`src/rtl/multi_channel_synchronizer.sv`:
```
// ---------------------------------------------------------------------------
// multi_channel_synchronizer
//
// Brings NCH asynchronous pad inputs (SPI SCLK, CS_n, MOSI, spare GPIO) into
// the clk domain. Each channel has its own synchronizer chain, an optional
// glitch filter, an edge detector and a sticky edge-event flag. Channels
// share nothing but the clock and reset.
//
// Ports
//   clk         : device clock
//   reset       : asynchronous, active-low reset
//   in_         : [NCH] raw asynchronous inputs
//   filter_en   : [NCH] per-channel glitch-filter enable (sampled each cycle)
//   evt_clr     : [NCH] per-channel clear of evt_pending
//   out         : [NCH] filtered, synchronized level
//   posedge_    : [NCH] one-cycle pulse on an accepted 0->1 of out
//   negedge_    : [NCH] one-cycle pulse on an accepted 1->0 of out
//   evt_pending : [NCH] sticky flag, set by any accepted edge
// ---------------------------------------------------------------------------
module multi_channel_synchronizer #(
  parameter int unsigned NCH         = 4,
  parameter int unsigned STAGES      = 2,
  parameter int unsigned FILTER_LEN  = 3,
  parameter logic        RESET_VALUE = 1'b0
) (
  input  logic           clk,
  input  logic           reset,
  input  logic [NCH-1:0] in_,
  input  logic [NCH-1:0] filter_en,
  input  logic [NCH-1:0] evt_clr,
  output logic [NCH-1:0] out,
  output logic [NCH-1:0] posedge_,
  output logic [NCH-1:0] negedge_,
  output logic [NCH-1:0] evt_pending
);

  localparam int unsigned     CNT_W    = $clog2(FILTER_LEN + 1);
  // Count value at which the next differing sample completes FILTER_LEN.
  localparam logic [CNT_W-1:0] CNT_LAST = CNT_W'(FILTER_LEN - 1);

  for (genvar i = 0; i < NCH; i++) begin : g_ch
    logic [STAGES-1:0] sync_q;
    logic              filt_q;
    logic              filt_d;
    logic              filt_dly_q;
    logic [CNT_W-1:0]  cnt_q;
    logic [CNT_W-1:0]  cnt_d;
    logic              pend_q;
    logic              pend_d;
    logic              sync_x;
    logic              rise;
    logic              fall;

    // Only sync_q[0] can go metastable; it feeds nothing but sync_q[1].
    assign sync_x = sync_q[STAGES-1];

    // Glitch filter: a differing level must be seen on FILTER_LEN
    // consecutive cycles; any return to the current level restarts the
    // count. With filtering off (or FILTER_LEN==1) the level passes through.
    always_comb begin
      filt_d = filt_q;
      cnt_d  = '0;
      if (!filter_en[i]) begin
        filt_d = sync_x;
      end else if (sync_x != filt_q) begin
        if (cnt_q == CNT_LAST) begin
          filt_d = sync_x;
        end else begin
          cnt_d = cnt_q + CNT_W'(1);
        end
      end
    end

    // Edge detect against the previous filtered level.
    assign rise = filt_q & ~filt_dly_q;
    assign fall = ~filt_q & filt_dly_q;

    // Set has priority over clear so an edge coincident with a clear is kept.
    assign pend_d = (pend_q & ~evt_clr[i]) | rise | fall;

    always_ff @(posedge clk or negedge reset) begin
      if (!reset) begin
        sync_q     <= {STAGES{RESET_VALUE}};
        filt_q     <= RESET_VALUE;
        filt_dly_q <= RESET_VALUE;
        cnt_q      <= '0;
        pend_q     <= 1'b0;
      end else begin
        sync_q     <= {sync_q[STAGES-2:0], in_[i]};
        filt_q     <= filt_d;
        filt_dly_q <= filt_q;
        cnt_q      <= cnt_d;
        pend_q     <= pend_d;
      end
    end

    assign out[i]         = filt_q;
    assign posedge_[i]    = rise;
    assign negedge_[i]    = fall;
    assign evt_pending[i] = pend_q;
  end

endmodule

```
`config.mk`:
```
export PLATFORM = sky130hd
export DESIGN_NAME = multi_channel_synchronizer
export DESIGN_NICKNAME = d
export VERILOG_FILES = /design/src/rtl/multi_channel_synchronizer.sv
export SDC_FILE = /design/constraint.sdc
export NUM_CORES = 1
export LEC_CHECK = 0
export ABC_AREA = 1
export CAP_MARGIN = 25
export CORE_MARGIN = 10
export CORE_UTILIZATION = 51
export DETAILED_ROUTE_END_ITERATION = 10
export PLACE_DENSITY = 0.82
export SETUP_SLACK_MARGIN = 0.02
export SYNTH_ARGS = -nofsm -noshare
export SYNTH_HDL_FRONTEND = slang
export SYNTH_SLANG_ARGS = --single-unit
export TNS_END_PERCENT = 10
```
`constraint.sdc`:
```
create_clock -name clk -period 1.4 [get_ports clk]
set_input_delay 0.28 -clock clk [delete_from_list [all_inputs] [get_ports clk]]
set_output_delay 0.28 -clock clk [all_outputs]
set_load 0.01 [all_outputs]
```
==> out/metrics.yaml <==
vdd_drop_max_mv: 0.9525
n_fill_cell: 169
syn_area_um2: 1230
wl_met1_um: 952
gp_congestion: 0.7387
grt_overflow: 0
rrSetupSlack_ns: 0.32
fin_cells: 192
hold_class: "in2async"
ios: 30
cts-root-buf: "clkbuf_4"
clock.fmax_mhz: 701.4
drc: 0
status: "finished with violations"
final_area_um2: 1587
grt_max_degree: 29
crit_chain: "buf_6, inv_4, nand2_2, inv_1, buf_2"
cts_buffer_depth: 2
nets: 179
syn_avg_cell_area_um2: 9.044
tritoncts: "done"
synth.distinct_cells: 12
cp.required_ns: 1.12
finClkSkew_ns: 0.004740
cp_num_buf_inv: 4
crit_type: "reg2out"
die_x_um: 69.11
met2_length_um: 1352
std_cell_rows: 17
cts.clk_slew.worst_paths_ns: 0.15
yosys_warnings: 0
totalWireLength_um: 2432
fin_tns_setup_ns: -0.04442
power_density_nw_per_um2: 1257
syn_inst: 136
drtPass1Iterations: 4
antenna_found_initial: 0
grt_pass1_vias: 864
drive_gt1_share_pct: 26.22
grt_pass1_wl_um: 3891
r2r-start: "g_ch[1].filt_q"
viasPerCell: 4.589
fin_util_pct: 70.37
holdWs_ns: 0.2934
reg2reg_to: "g_ch[1].cnt_q[1]"
place_ws_ns: -0.002549
yosysSeqAreaShare_pct: 56.97
ant_nets: 0
fin_crit_ns: 1.426
drt_iter0_drc: 35
top_layer: "met4"
die_height_um: 69.11
portBuffers: 29
dpl.hpwl_um: 1782
num_antenna_cells: 0
crit_path_start_kind: "register"
period_share_pct: 101.8
cts_inserted_buffers: 3
start_util_pct: 54.55
endpoint_kind: "output port"
cp_top_family: "flip-flops"
post_drt_wl_per_cell_um: 12.67
multiInputGateArea_um2: 309.0
reg2reg_depth: 4
final_common_cell: "dfrtp_1"
num_vias: 881
clk_latency_ns: 0.33
cp.arrival_ns: 1.15
relSlewSlack_pct: 77.13
cts.sinks: 28
ys_ff_latch: 28
slowest_stage: "dfrtp_1"
drv_slew: 0
violations: "negative setup slack"
cp_max_fo: 2
coreArea_um2: 2255
area_growth_pct: 28.99
p_leak_nw: 0.8474
design_power_total_mw: 1.994
finalHoldViolCount: 0
dieArea_um2: 4776
place_area_um2: 1473
h-tree-depth: 1
synth_nets: 150
drv_cap: 0
placed_cells: 182
rsz0062_at_grt: "yes"
worstMarginPinSlew_ns: 0.3430
grt.total_usage_pct: 9.611
slowest_delay_ns: 0.44
fin_ws_ns: -0.02563
regArea_um2: 700.7
most-common-layout-cells: "dfrtp_1, inv_1, nand2_1"
setup_viol: 3
routed-wl-met3_um: 118
==> area by class of cell <==
type / count / share of cell area [%]
clock inverter: 1 / 1.893
tap: 28 / 2.208
timing repair buffer: 40 / 22.32
inverter: 34 / 8.517
multi-input combinational: 58 / 19.48
clock buffer: 3 / 1.420
sequential: 28 / 44.16
==> synthesized netlist by cell type <==
master,n,share of area [%]
dfrtp_1,28,57
xnor2_1,4,2.8
o211ai_1,3,1.8
nor2_1,8,2.4
inv_2,2,0.61
nor2_2,1,0.51
nand2_2,1,0.51
nand3_1,16,6.5
buf_4,16,9.8
nand2_1,24,7.3
inv_1,32,9.8
nor2_4,1,0.92
==> worst max-delay path by stage <==
stage	startpoint	endpoint	slack [ns]	depth (start not counted)
after detailed placement	g_ch[1].filt_q	negedge_[1]	-0.003	4
after CTS	g_ch[2].filt_q	negedge_[2]	-0.15	5
after global routing	g_ch[3].filt_q	negedge_[3]	-0.10	5
after floorplan	g_ch[0].filt_q	negedge_[0]	0.42	4
final	g_ch[3].filt_q	negedge_[3]	-0.03	5
after global placement	g_ch[3].filt_q	negedge_[3]	0.03	4
==> worst reg2reg max path: stages, from the launching register on <==
cell     delay [ns]
dfrtp_1        0.44
buf_4          0.14
buf_4          0.13
xnor2_1        0.20
nor2_1         0.07
==> report_power, final <==
part	leakage, nW	switching, mW	internal, mW	total (mW)
clock network	0.0279	0.242	0.290	0.532
logic	0.486	0.250	0.254	0.504
registers	0.334	0.0608	0.898	0.958
total	0.847	0.553	1.44	1.99
==> cell families (layout without fill, tap and decap cells) <==
kind of cell | Yosys count | after routing | synth area share, %
and+or+nand+nor | 51 | 51 | 18.21
buffers and inverters | 50 | 78 | 20.14
DFF | 28 | 28 | 56.97
xor gates and xnor gates | 4 | 4 | 2.848
AOI/OAI and AO/OA | 3 | 3 | 1.831
==> state kept, by name (all words and copies together) (netlist names) <==
signal           flops
g_ch.filt_q          4
g_ch.sync_q          8
g_ch.filt_dly_q      4
g_ch.cnt_q           8
g_ch.pend_q          4
==> repair_timing <==
item	in CTS	in global routing
hold buffers	0	0
resized for setup	57	20
endpoints found under the setup margin	16	9
setup buffers	4	2
pin swaps	2	1
==> per-layer routing <==
layer | GRT usage [%] | up-vias
met5 | 0 | -
met4 | 3.326 | 0
met3 | 2.568 | 2
met2 | 18.04 | 23
met1 | 9.840 | 413
li1 | - | 443
(Power assumes the default switching activity.)
